[src/rtl/mult_seq_pkg.sv]
// Shared constants for the iterative execute-stage sequencers (multiplier, divider).
// Holds the FSM state encoding and the default operand/counter widths.
package mult_seq_pkg;

  localparam int DEF_WIDTH = 16;
  localparam int DEF_CNT_W = 5;

  typedef logic [1:0] state_t;

  localparam state_t ST_IDLE = 2'd0;
  localparam state_t ST_RUN  = 2'd1;
  localparam state_t ST_DONE = 2'd2;

endpackage

[src/rtl/mult_seq_cla_add.sv]
// WIDTH-bit carry-lookahead adder assembled from 4-bit group-lookahead cells.
// Group carries ripple between cells; each cell resolves its four carries in parallel.
module cla4 (
  input  logic [3:0] a,
  input  logic [3:0] b,
  input  logic       cin,
  output logic [3:0] sum,
  output logic       cout
);

  logic [3:0] g_s;
  logic [3:0] p_s;
  logic [4:0] c_s;

  // generate/propagate terms and flattened lookahead carries
  always_comb begin
    g_s    = a & b;
    p_s    = a ^ b;
    c_s[0] = cin;
    c_s[1] = g_s[0] | (p_s[0] & cin);
    c_s[2] = g_s[1] | (p_s[1] & g_s[0]) | (p_s[1] & p_s[0] & cin);
    c_s[3] = g_s[2] | (p_s[2] & g_s[1]) | (p_s[2] & p_s[1] & g_s[0])
           | (p_s[2] & p_s[1] & p_s[0] & cin);
    c_s[4] = g_s[3] | (p_s[3] & g_s[2]) | (p_s[3] & p_s[2] & g_s[1])
           | (p_s[3] & p_s[2] & p_s[1] & g_s[0])
           | (p_s[3] & p_s[2] & p_s[1] & p_s[0] & cin);
    sum    = p_s ^ c_s[3:0];
    cout   = c_s[4];
  end

endmodule

module cla_add
  import mult_seq_pkg::*;
#(
  parameter int WIDTH = DEF_WIDTH
) (
  input  logic [WIDTH-1:0] a,
  input  logic [WIDTH-1:0] b,
  input  logic             cin,
  output logic [WIDTH-1:0] sum,
  output logic             cout
);

  localparam int NGRP = WIDTH / 4;

  logic [NGRP:0] gc_s;

  assign gc_s[0] = cin;
  assign cout    = gc_s[NGRP];

  for (genvar gi = 0; gi < NGRP; gi++) begin : g_grp
    cla4 u_cla4 (
      .a   (a[gi*4 +: 4]),
      .b   (b[gi*4 +: 4]),
      .cin (gc_s[gi]),
      .sum (sum[gi*4 +: 4]),
      .cout(gc_s[gi+1])
    );
  end

endmodule

[src/rtl/mult_seq.sv]
// Iterative shift-and-add unsigned multiplier: one partial-product step per cycle on a
// shared carry-lookahead adder, fixed WIDTH-cycle run, one-cycle done strobe.
module mult_seq
  import mult_seq_pkg::*;
#(
  parameter int WIDTH = DEF_WIDTH,
  parameter int CNT_W = DEF_CNT_W
) (
  input  logic               clk,
  input  logic               rst,
  input  logic               start,
  input  logic [WIDTH-1:0]   mcand,
  input  logic [WIDTH-1:0]   mplier,
  output logic               ready,
  output logic               busy,
  output logic               done,
  output logic [2*WIDTH-1:0] product
);

  state_t             state_r;
  state_t             state_nxt_s;
  logic [WIDTH-1:0]   mcand_r;
  // The accumulator's extra top bit is zero after every shift, so only WIDTH bits are kept;
  // the adder carry-out lands in acc_r[WIDTH-1] once the sum is shifted right.
  logic [WIDTH-1:0]   acc_r;
  logic [WIDTH-1:0]   mq_r;
  logic [CNT_W-1:0]   cnt_r;
  logic [2*WIDTH-1:0] product_r;
  logic [WIDTH-1:0]   addend_s;
  logic [WIDTH-1:0]   sum_s;
  logic               cout_s;
  logic               ready_s;
  logic               accept_s;
  logic               last_s;

  // state register with synchronous reset
  always_ff @(posedge clk) begin
    if (rst) begin
      state_r <= ST_IDLE;
    end else begin
      state_r <= state_nxt_s;
    end
  end

  // next-state decode; the unused encoding falls back to idle
  always_comb begin
    state_nxt_s = ST_IDLE;
    case (state_r)
      ST_IDLE: begin
        if (start) state_nxt_s = ST_RUN;
        else       state_nxt_s = ST_IDLE;
      end
      ST_RUN: begin
        if (last_s) state_nxt_s = ST_DONE;
        else        state_nxt_s = ST_RUN;
      end
      ST_DONE: begin
        if (start) state_nxt_s = ST_RUN;
        else       state_nxt_s = ST_IDLE;
      end
      default: state_nxt_s = ST_IDLE;
    endcase
  end

  // handshake outputs decoded from the current state
  always_comb begin
    ready_s = 1'b0;
    busy    = 1'b0;
    done    = 1'b0;
    case (state_r)
      ST_IDLE: ready_s = !rst;
      ST_RUN:  busy    = 1'b1;
      ST_DONE: begin
        ready_s = !rst;
        done    = 1'b1;
      end
      default: ready_s = !rst;
    endcase
  end

  // partial-product selection and step-control decode
  always_comb begin
    if (mq_r[0]) addend_s = mcand_r;
    else         addend_s = {WIDTH{1'b0}};
    accept_s = ready_s && start;
    last_s   = (cnt_r == CNT_W'(1));
  end

  cla_add #(.WIDTH(WIDTH)) u_cla_add (
    .a   (acc_r),
    .b   (addend_s),
    .cin (1'b0),
    .sum (sum_s),
    .cout(cout_s)
  );

  // operand capture, add-and-shift step, and product latch on the final step
  always_ff @(posedge clk) begin
    if (rst) begin
      mcand_r   <= {WIDTH{1'b0}};
      acc_r     <= {WIDTH{1'b0}};
      mq_r      <= {WIDTH{1'b0}};
      cnt_r     <= {CNT_W{1'b0}};
      product_r <= {(2*WIDTH){1'b0}};
    end else if (accept_s) begin
      mcand_r <= mcand;
      acc_r   <= {WIDTH{1'b0}};
      mq_r    <= mplier;
      cnt_r   <= CNT_W'(WIDTH);
    end else if (state_r == ST_RUN) begin
      acc_r <= {cout_s, sum_s[WIDTH-1:1]};
      mq_r  <= {sum_s[0], mq_r[WIDTH-1:1]};
      cnt_r <= cnt_r - CNT_W'(1);
      if (last_s) begin
        product_r <= {cout_s, sum_s, mq_r[WIDTH-1:1]};
      end
    end
  end

  assign ready   = ready_s;
  assign product = product_r;

endmodule

[config.mk]
export PLATFORM = sky130hd
export DESIGN_NAME = mult_seq
export DESIGN_NICKNAME = d
export VERILOG_FILES = /design/src/rtl/mult_seq_pkg.sv /design/src/rtl/mult_seq_cla_add.sv /design/src/rtl/mult_seq.sv
export SDC_FILE = /design/constraint.sdc
export NUM_CORES = 1
export LEC_CHECK = 0
export ABC_CLOCK_PERIOD_IN_PS = 2400
export CAP_MARGIN = 20
export CORE_ASPECT_RATIO = 1.1
export CORE_UTILIZATION = 49
export CTS_BUF_LIST = sky130_fd_sc_hd__clkbuf_4
export DETAILED_ROUTE_END_ITERATION = 16
export MAX_ROUTING_LAYER = met4
export PLACE_DENSITY = 0.78
export REMOVE_ABC_BUFFERS = 1
export SETUP_SLACK_MARGIN = 0.1
export SYNTH_ARGS = -nofsm -noshare
export SYNTH_HDL_FRONTEND = slang
export SYNTH_SLANG_ARGS = --single-unit
[constraint.sdc]
create_clock -name clk -period 2.4 [get_ports clk]
set_input_delay 0.72 -clock clk [delete_from_list [all_inputs] [get_ports clk]]
set_output_delay 0.72 -clock clk [all_outputs]
set_load 0.01 [all_outputs]
==> run metrics, run 1 <==
status finished, violations left; failing checks negative setup slack; Tot GR Track Use 24.4%; Max Root-Sink Buffers 2; max-cap violations 0; largest net degree at the start of global routing 66; DR DRC count 0; Synth area leader dfxtp_1; Post-DRT Antenna Nets 0; hold_buf cts 0; IO Pins 70; global placer's final weighted congestion 0.906; largest stage delay on the critical path 490 ps; Initial DRC Count 140; critical-path cell list and2_4 > ha_4 > nand3_2 > o22a_1 > o21ai_2 > nand3_1 > o211ai_1 > fa_2 > nand2_1 > a21oi_1; DRT Pass-1 Iters 4; Power Dens Cells 524 nW/um^2; #FFs+latches synth 87; Sink Count 87; Vias 3,586; Top FF cell, synth dfxtp_1; crit path DAT 2780 ps; count leader, synth dfxtp_1; WP buf/inv 0; antenna violations before repair 0; Die W 88.8 um; number of synthesized flops with an enable pin 0; max_slew headroom 56.8%; Peak Freq 0.409 GHz; most common library cells after synthesis 87 x dfxtp_1, 80 x nand2_1, 44 x nor2_1; Fill cells 666; CP required 2730 ps; Synth area leaders dfxtp_1 43%, nand2_1 7.4%, ha_1 5.5%; setup violators final 1; Synth top area share 42.9%; Initial Util 51.1%; Crit path max-delay family compound AO/OA/AOI/OAI gates; Fin. Hold Viols 0; Vias per Instance 5.37; Final Cycle Share 102%; Lkg Pwr 1.96 nW; Die Ht 97.5 um; shortest period the worst path allows 2440 ps; layout cell share with drive strength beyond 1 16.6%; Final Net Count 612; core area 7960 sq um; WL per Instance 15.0 um; Slowest cell on crit path fa_2; clock slew seen by the registers of the worst setup and hold paths 160 ps; startpoint types flop; CTS tree built; TNS Setup -44.0 ps; number of antenna repair diodes 0; root buf cell clkbuf_4; worst vdd rail ir drop 0.000209 V; Least-Margin Pin Slew 648 ps; # H-tree levels 3; first-pass GRT wire length 16.0 mm; final count of pins violating max slew 0; clk_skew 24.8 ps; CP Capture Type flop; worst hold path class reg2reg; Layout area overhead 31.0%; HPWL Detailed 6.31 mm; Avg Cell Area, Syn 8.50 sq um; Mapped Cells 478; Worst-Skew Late Latency 460 ps; RSZ-0062 raised after global routing yes; WL final 10.0 mm; vias in the first global route 3,468; YS warnings 0; Crit Path Category reg2reg; Netlist cell types 43; sequential share of the synthesized area 42.9%; Post-Syn Area 4060 sq um; CTS buffer count 9; std cell rows 34; asr flop ratio synth 0%; critical path peak fanout 6; die area 8660 sq um; WHS 460 ps; Port-buffer cells 69; GRT overflow 0; Final WS setup -44.0 ps
logic make-up (layout without fill, tap and decap cells):
family          count (synthesis)  in the layout  synth area share [%]
mux                            17             17                  4.19
flops                          87             87                  42.9
fa+ha+maj                      22             22                  7.52
buf+inv                        43            125                  4.59
simple gates                  194            194                  22.1
compound gates                105            105                  16.5
xor+xnor                       10             10                  2.16
worst reg2reg max path: cells and delay by family, from the launching register on:
kind | cells | cell delay [ps]
flip-flops | 1 | 400
adder cells (fa/ha/maj) | 2 | 760
AO/OA/AOI/OAI | 4 | 780
AND/OR/NAND/NOR | 4 | 400
per-layer routing:
metal	routed length (um)	GRT usage, %	part of all wire [%]	up-vias
met4	208	10.0	2.1	0
li1	-	-	-	1796
met5	0	-	0	-
met2	4980	39.2	50	112
met1	4260	30.0	43	1659
met3	549	4.08	5.5	19
sequential cells by signal (all words and copies together) (netlist names):
name,cells
acc_r,16
state_r,2
product,32
cnt_r,5
mq_r,16
mcand_r,16
layout by cell type (no fill, tap or decap), drive strengths merged, types with 2 or more instances in the layout:
master         count
nand3b             6
clkinv             3
clkinvlp           3
dfxtp             87
and2              16
a21oi             38
a2111o             3
a211oi            29
ha                18
o211ai             3
xnor2              8
fa                 4
nor2              44
clkbuf             9
inv               11
xor2               2
nand3             12
nor2b              4
buf               31
clkdlybuf4s50     66
o221ai             2
nand2b            17
nor3               6
a22oi              2
or2                4
o31ai              2
mux2i             17
o21ai             20
nand2             80
dlygate4sd2        2
per-stage QoR:
stage	utilization [%]	area, sq um	setup slack, ps	power [W]	cells
after floorplan	-	3910	-1640	0.00181	445
after global placement	61.6	4900	-48.3	0.00200	644
after detailed placement	61.6	4900	-179	0.00201	644
after CTS	65.2	5190	42.7	0.00278	666
after global routing	66.9	5320	-116	0.00293	668
final	66.9	5320	-44.0	0.00279	668
where the power goes:
group	internal (W)	total, W	switching [W]
logic	0.000207	0.000438	0.000230
clock network	0.000221	0.000765	0.000544
registers	0.00152	0.00158	0.0000620
path summary, 6_finish.rpt:
| path | startpoint | endpoint | depth (start not counted) | slack (ps) |
|---|---|---|---|---|
| setup reg to reg | mq_r[0] | acc_r[11] | 10 | -40 |
| hold / removal | mq_r[12] | product[11] | 2 | 460 |
| setup / recovery | mq_r[0] | acc_r[11] | 10 | -40 |
| hold reg to reg | mq_r[12] | product[11] | 2 | 460 |
timing repair:
item                       in CTS  in global routing
buffers inserted                6                  2
cloned                          0                  0
setup endpoints to repair      19                 18
pin swaps                      10                  9
gates resized for setup        25                 23
final cells by class:
class	count	area, sq um	share of cell area (%)
multi-input cells	348	2360	44.4
flip-flops and latches	87	1750	32.8
repair buffers	99	916	17.2
well taps	108	135	2.54
clock buffers	9	67.6	1.27
clock inverters	7	55.1	1.04
inverters	10	38.8	0.729
Note: power is estimated with default switching activity, not from simulation.
==> inputs of run 2 (changes only) <==
CORE_UTILIZATION = 50   (was 49)
MAX_ROUTING_LAYER = default   (was met4)
PLACE_DENSITY = 0.79   (was 0.78)
SYNTH_HIERARCHICAL = 1   (was default)
==> run 2 against run 1 <==
Against the previous run: the run still ends with negative setup slack left; sequential share of layout area decreased by 1.0 points; global-route usage decreased by 2.8 points; sequential cell count unchanged; fmax decreased by 25%; combinational power decreased by 14%; first-iteration DRC count decreased by 5.0%; die area increased by 1.8%; area after synthesis increased by 3.9%; critical path type unchanged.
==> run metrics, run 2 <==
status finished, violations left; failing checks negative setup slack; sw frac 24.5% (-5.5 points); Die Ht 98.4 um (+0.91%); GRT overflow 0 (unchanged); Top FF cell, synth dfxtp_1; Final Cycle Share 135% (+33 points); Fill cells 623 (-6.5%); Peak Freq 0.308 GHz (-25%); most common library cells after synthesis 87 x dfxtp_1, 65 x nand2b_1, 48 x mux2i_1; Layout area overhead 30.0%; # H-tree levels 3 (unchanged); Comb power frac 12.8% (-2.9 points); Synth Area in XOR/XNOR 2.70% (+0.54 points); max-cap violations 0 (unchanged); IO Pins 70 (unchanged); Post-Layout Cell Count 643 (-3.7%); Die W 89.6 um (+0.91%); #FFs+latches synth 87 (unchanged); Port-buffer cells 69 (unchanged); Final WS setup -848 ps (-804 ps); Worst-Skew Late Latency 430 ps (-30 ps); Initial DRC Count 133 (-5.0%); RR Endpoint product[29]; setup violators final 18 (+17); Placed Cells 618 (-4.0%); HPWL Detailed 5.91 mm (-6.2%); global placer's final weighted congestion 0.745 (-18%); net switching power 0.000725 W (-13%); std cell rows 34 (unchanged); Vias 3,349 (-6.6%); root buf cell clkbuf_4; RSZ-0062 raised after global routing yes; Critical Path End product[29]; WL per Instance 14.4 um (-4.1%); YS warnings 6 (+6); count leader, synth dfxtp_1; worst reg2reg path depth 16 (+6); max_slew headroom 41.7% (-15 points); most common cell after layout, fill and taps aside dfxtp_1; fraction of the mapped netlist area in adder cells 7.23% (-0.29 points); WL final 9.23 mm (-7.7%); sequential share of the synthesized area 41.3% (-1.6 points); die area 8810 sq um (+1.8%); asr flop ratio synth 0% (unchanged); Compound-Gate Fraction of Synth Area 12.9% (-3.6 points); simple-gate area share of the yosys netlist 19.2% (-2.9 points); worst hold path class reg2reg; Synth area leader dfxtp_1; pre-CTS setup slack -1070 ps (-891 ps); flop2flop setup slack -850 ps (-800 ps); register area 1740 sq um (about the same); Pint 0.00223 W (+14%); core area 8040 sq um (+1.1%); DRT Pass-1 Iters 5 (+1); layout cell share with drive strength beyond 1 15.5% (-1.1 points); DR DRC count 0 (unchanged); Synth top area share 41.3% (-1.6 points); Lkg Pwr 2.24 nW (+14%); CP startpoint mcand_r[2]; Initial Util 52.5% (+1.5 points); Fin. Hold Viols 0 (unchanged); startpoint types flop; main combinational cell family by area after synthesis simple AND/OR/NAND/NOR gates; WHS 472 ps (+12.4 ps); clk_skew 15.1 ps (-9.71 ps); Critical R2R Launch mcand_r[2]; vias in the first global route 3,305 (-4.7%); first-pass GRT wire length 14.7 mm (-7.6%); TNS Setup -10,740 ps (-10,700 ps); CP Capture Type flop; clock power share 35.0% (+7.6 points); clock slew seen by the registers of the worst setup and hold paths 130 ps (-30 ps); Power Dens Cells 539 nW/um^2 (+2.8%); Avg Cell Area, Syn 9.57 sq um (+13%); critical path peak fanout 3 (-3); Final Net Count 587 (-4.1%); worst vdd rail ir drop 0.000301 V (+44%); sequential cell fraction of total power 52.3% (-4.6 points); CTS buffer count 9 (unchanged); number of synthesized flops with an enable pin 0 (unchanged); CP required 2770 ps (+40 ps); Sink Count 87 (unchanged); Netlist cell types 32 (-26%); Post-DRT Antenna Nets 0 (unchanged); Least-Margin Pin Slew 874 ps (+227 ps); Multi-input gate area 2390 sq um (+1.1%); Mapped Cells 441 (-7.7%); final count of pins violating max slew 0 (unchanged); Tot GR Track Use 21.6% (-2.8 points); largest net degree at the start of global routing 56 (-15%); mux cell area share after synthesis 11.4% (+7.2 points); Power Total 0.00296 W (+6.0%); Worst Hold Depth 2 (unchanged); number of antenna repair diodes 0 (unchanged); max reg flops 32 (unchanged); Synth area leaders dfxtp_1 41%, mux2i_1 11%, nand2b_1 9.6%; Max Root-Sink Buffers 2 (unchanged); Crit Path Category reg2reg; Post-Syn Area 4220 sq um (+3.9%); crit path DAT 3620 ps (+840 ps); most frequent cells in the layout 85 x dfxtp_1, 66 x clkdlybuf4s50_1, 64 x nand2b_1, 48 x mux2i_1, 33 x nand2_1; antenna violations before repair 0 (unchanged); shortest period the worst path allows 3250 ps (+804 ps); CTS tree built; Vias per Instance 5.21 (-3.0%)
run 2: cell types whose count changed after synthesis, sizes merged, moves of 6 or more:
cell | before | now
a211oi | 29 | 18
a21o | 1 | 13
a21oi | 38 | 25
a22o | 0 | 16
clkbuf | 22 | 16
inv | 9 | 19
mux2i | 17 | 48
nand2 | 80 | 34
nand2b | 17 | 65
nand3 | 12 | 1
nor2 | 44 | 22
o21ai | 20 | 0
run 2: timing repair:
action / in CTS / in global routing
hold endpoints to repair: 0 / 0
setup buffers: 6 / 5
hold buffers: 0 / 0
pin swaps: 18 / 13
endpoints found under the setup margin: 22 / 21
resized for setup: 15 / 15
run 2: per-stage QoR:
stage	utilization, %	area [sq um]
global route	68.2	5490
detailed placement	63.5	5110
global placement	63.5	5110
floorplan	-	4080
CTS	67.1	5400
finish	68.2	5490
run 2: critical path, cell delays in order, from the launching register on:
cell      delay (ps)
dfxtp_2          350
and2_4           160
ha_4             240
a21o_1           150
a31o_1           190
a21o_1           170
a21o_1           190
a31o_1           200
a21o_1           180
a21o_1           180
a31o_1           240
a21o_1           170
a21o_1           180
a21oi_1          210
xnor2_1          170
nand2b_1          80
mux2i_1          130
run 2: cell families after synthesis:
logic type / Yosys count
adder cells (fa/ha/maj): 22
other: 1
flip-flops: 87
AND/OR/NAND/NOR: 147
XOR/XNOR: 13
AO/OA/AOI/OAI: 77
multiplexers: 48
buffers and inverters: 46
run 2: area by class of cell:
| type | count | share of cell area, % |
|---|---|---|
| repair buffers | 104 | 17.6 |
| clock inverters | 6 | 1.98 |
| well taps | 108 | 2.46 |
| flip-flops and latches | 87 | 31.8 |
| multi-input cells | 309 | 43.5 |
| inverters | 19 | 1.30 |
| clock buffers | 10 | 1.37 |
run 2: worst min path at each step:
stage | start | end | slack (ps)
after detailed placement | mcand_r[2] | mcand_r[2] | 460
after global routing | mcand_r[9] | mcand_r[9] | 490
final | acc_r[7] | acc_r[7] | 470
after floorplan | mcand_r[0] | mcand_r[0] | 440
after CTS | acc_r[11] | acc_r[11] | 470
after global placement | acc_r[9] | acc_r[9] | 450
run 2: power by group through the flow:
| stage | Clock, W | Combinational, W | Sequential, W |
|---|---|---|---|
| floorplan | 0 | 0.000194 | 0.00157 |
| global placement | 0 | 0.000356 | 0.00157 |
| detailed placement | 0 | 0.000362 | 0.00157 |
| CTS | 0.00106 | 0.000373 | 0.00154 |
| global route | 0.00112 | 0.000412 | 0.00155 |
| finish | 0.00103 | 0.000377 | 0.00154 |
run 2: routing by layer:
metal,global-route usage [%],share of wire [%]
met3,3.30,4.4
met1,26.1,43
met5,0,0
met2,37.1,50
met4,9.65,1.7
==> inputs of run 3 (changes only) <==
CELL_PAD_IN_SITES_DETAIL_PLACEMENT = 1   (was default)
CELL_PAD_IN_SITES_GLOBAL_PLACEMENT = 1   (was default)
CORE_UTILIZATION = 38   (was 50)
CTS_BUF_LIST = sky130_fd_sc_hd__clkbuf_2 sky130_fd_sc_hd__clkbuf_4 sky130_fd_sc_hd__clkbuf_8   (was sky130_fd_sc_hd__clkbuf_4)
CTS_CLUSTER_DIAMETER = 80   (was default)
PLACE_DENSITY = default   (was 0.79)
PLACE_DENSITY_LB_ADDON = 0.1   (was default)
==> run 3 against run 2 <==
Against the previous run: critical endpoint is now acc_r[14]; combinational power hardly changed; the flow still finishes with violations (negative setup slack); power is 0.24% lower; critical path type unchanged; register-to-register slack worse by 40 ps; wire length is 8.4% higher; worst hold slack worse by 8.3 ps.
==> run metrics, run 3 (same netlist as run 2, synthesis figures left out) <==
RR Endpoint acc_r[14]; Final WS setup -885 ps (-36.8 ps); final count of pins violating max slew 0 (unchanged); max_slew headroom 44.1% (+2.4 points); setup violators final 18 (unchanged); largest net degree at the start of global routing 57 (+1.8%); first-pass GRT wire length 16.3 mm (+11%); GRT overflow 0 (unchanged); CTS buffer count 9 (unchanged); Sink Count 87 (unchanged); largest stage delay on the critical path 370 ps (+20 ps); RSZ-0062 raised after global routing yes; Vias per Instance 4.82 (-7.5%); clk_skew 12.8 ps (-2.35 ps); Die W 102 um (+14%); clock slew seen by the registers of the worst setup and hold paths 90 ps (-40 ps); critical path peak fanout 5 (+2); flop2flop setup slack -880 ps (-40 ps); CP required 2700 ps (-70 ps); Multi-input gate area 2350 sq um (-1.3%); Vias 3,304 (-1.3%); Critical R2R Launch mq_r[0]; register area 1750 sq um (about the same); Fill cells 1,236 (+98%); Post-DRT Antenna Nets 0 (unchanged); DR DRC count 0 (unchanged); min-delay src acc_r[15]; std cell rows 40 (+18%); max-cap violations 0 (unchanged); WP buf/inv 0 (unchanged); failing checks negative setup slack; Max Root-Sink Buffers 2 (unchanged); Worst-Skew Late Latency 360 ps (-70 ps); worst vdd rail ir drop 0.000214 V (-29%); Initial Util 38.9% (-14 points); Crit Path Category reg2reg; antenna violations before repair 0 (unchanged); critical-path cell list and2_4 > ha_4 > a21o_1 > a31o_1 > a21o_1 > a21o_1 > a31o_1 > a21o_1 > a21o_1 > a31o_1 > a21o_1 > a21o_1 > a31o_1 > xor2_1 > nand2_1 > a21oi_2; vias in the first global route 3,538 (+7.0%); Post-Layout Cell Count 686 (+6.7%); WL final 10.0 mm (+8.4%); Final Cycle Share 137% (+1.5 points); crit path DAT 3580 ps (-40 ps); Least-Margin Pin Slew 839 ps (-35.4 ps); Peak Freq 0.304 GHz (-1.1%); CP most frequent cell a21o_1; most frequent cells in the layout 86 x dfxtp_1, 66 x clkdlybuf4s50_1, 64 x nand2b_1, 48 x mux2i_1, 38 x buf_4; number of antenna repair diodes 0 (unchanged); max reg flops 32 (unchanged); core area 10,900 sq um (+35%); DRT Pass-1 Iters 4 (-1); worst hold path class reg2reg; IO Pins 70 (unchanged); TNS Setup -11,780 ps (-1040 ps); CP Capture Type flop; global placer's final weighted congestion 0.800 (+7.4%); Initial DRC Count 74 (-44%); hold_buf cts 0 (unchanged); layout cell share with drive strength beyond 1 14.5% (-1.0 points); # H-tree levels 3 (unchanged); HPWL Detailed 6.83 mm (+15%); status finished, violations left; CTS tree built; Slowest cell on crit path dfxtp_4; worst reg2reg path depth 16 (unchanged); Die Ht 113 um (+14%); Util after Layout 51.0% (-17 points); Port-buffer cells 69 (unchanged); root buf cell clkbuf_8; WL per Instance 14.6 um (+1.6%); Crit path max-delay family compound AO/OA/AOI/OAI gates; Layout area overhead 31.1%; Fin. Hold Viols 0 (unchanged); Tot GR Track Use 18.2% (-3.4 points); die area 11,500 sq um (+31%); most common cell after layout, fill and taps aside dfxtp_1; Placed Cells 661 (+7.0%); Final Net Count 591 (+0.68%); shortest period the worst path allows 3280 ps (+36.8 ps); Power Dens Cells 533 nW/um^2 (-1.1%); Worst Hold Depth 2 (unchanged); startpoint types flop; hold path endpoint acc_r[15]; Lkg Pwr 2.29 nW (+2.4%)
run 3: changes by cell type in the layout (fill, tap and decap cells not counted), sizes merged:
cell          delta
bufinv           -2
dlygate4sd2      -2
clkinvlp         +1
clkinv           +1
buf              +4
dlymetal6s2s     +2
run 3: metrics by stage:
| step | power, W | area (sq um) | hold slack [ps] | setup slack (ps) |
|---|---|---|---|---|
| floorplan | 0.00176 | 4080 | 441 | -972 |
| finish | 0.00295 | 5540 | 464 | -885 |
| global route | 0.00310 | 5540 | 490 | -1010 |
| CTS | 0.00299 | 5440 | 471 | -853 |
| detailed placement | 0.00195 | 5170 | 460 | -1060 |
| global placement | 0.00194 | 5170 | 449 | -943 |
run 3: how the worst max path moves through the flow:
stage	from	endpoint	cells past startpoint
floorplan	mq_r[0]	product[31]	16
finish	mq_r[0]	acc_r[14]	16
global route	mq_r[0]	acc_r[14]	16
detailed placement	mq_r[0]	acc_r[14]	16
global placement	mq_r[0]	product[31]	16
CTS	mq_r[0]	acc_r[14]	16
run 3: timing repair:
| item | 4_1_cts | 5_1_grt |
|---|---|---|
| pin swaps | 11 | 6 |
| endpoints found under the setup margin | 20 | 25 |
| gates resized for setup | 12 | 9 |
| gates cloned | 0 | 0 |
| buffers inserted | 4 | 5 |
run 3: metal layers:
| metal | track usage (%) | wire (um) | vias to the layer above |
|---|---|---|---|
| li1 | - | - | 1664 |
| met1 | 21.0 | 4470 | 1574 |
| met2 | 32.8 | 5040 | 52 |
| met3 | 2.43 | 299 | 14 |
| met4 | 7.81 | 191 | 0 |
| met5 | 0 | 0 | - |
run 3: cell type report:
cell class / instances / area share, %
multi-input combinational: 309 / 42.5
sequential: 87 / 31.5
timing repair buffer: 108 / 17.8
tap: 147 / 3.32
clock buffer: 10 / 2.37
inverter: 19 / 1.29
clock inverter: 6 / 1.11
run 3: power by group:
group          leakage, nW  switching, W  internal [W]
registers            0.709     0.0000426       0.00150
logic                 1.48      0.000187      0.000188
clock network       0.0994      0.000540      0.000490
run 3: worst reg2reg max path: stages, from the launching register on:
cell and delay (ps):
dfxtp_4 370, and2_4 160, ha_4 210, a21o_1 180, a31o_1 210, a21o_1 180
a21o_1 170, a31o_1 200, a21o_1 190, a21o_1 180, a31o_1 230, a21o_1 170
a21o_1 170, a31o_1 200, xor2_1 190, nand2_1 90, a21oi_2 130
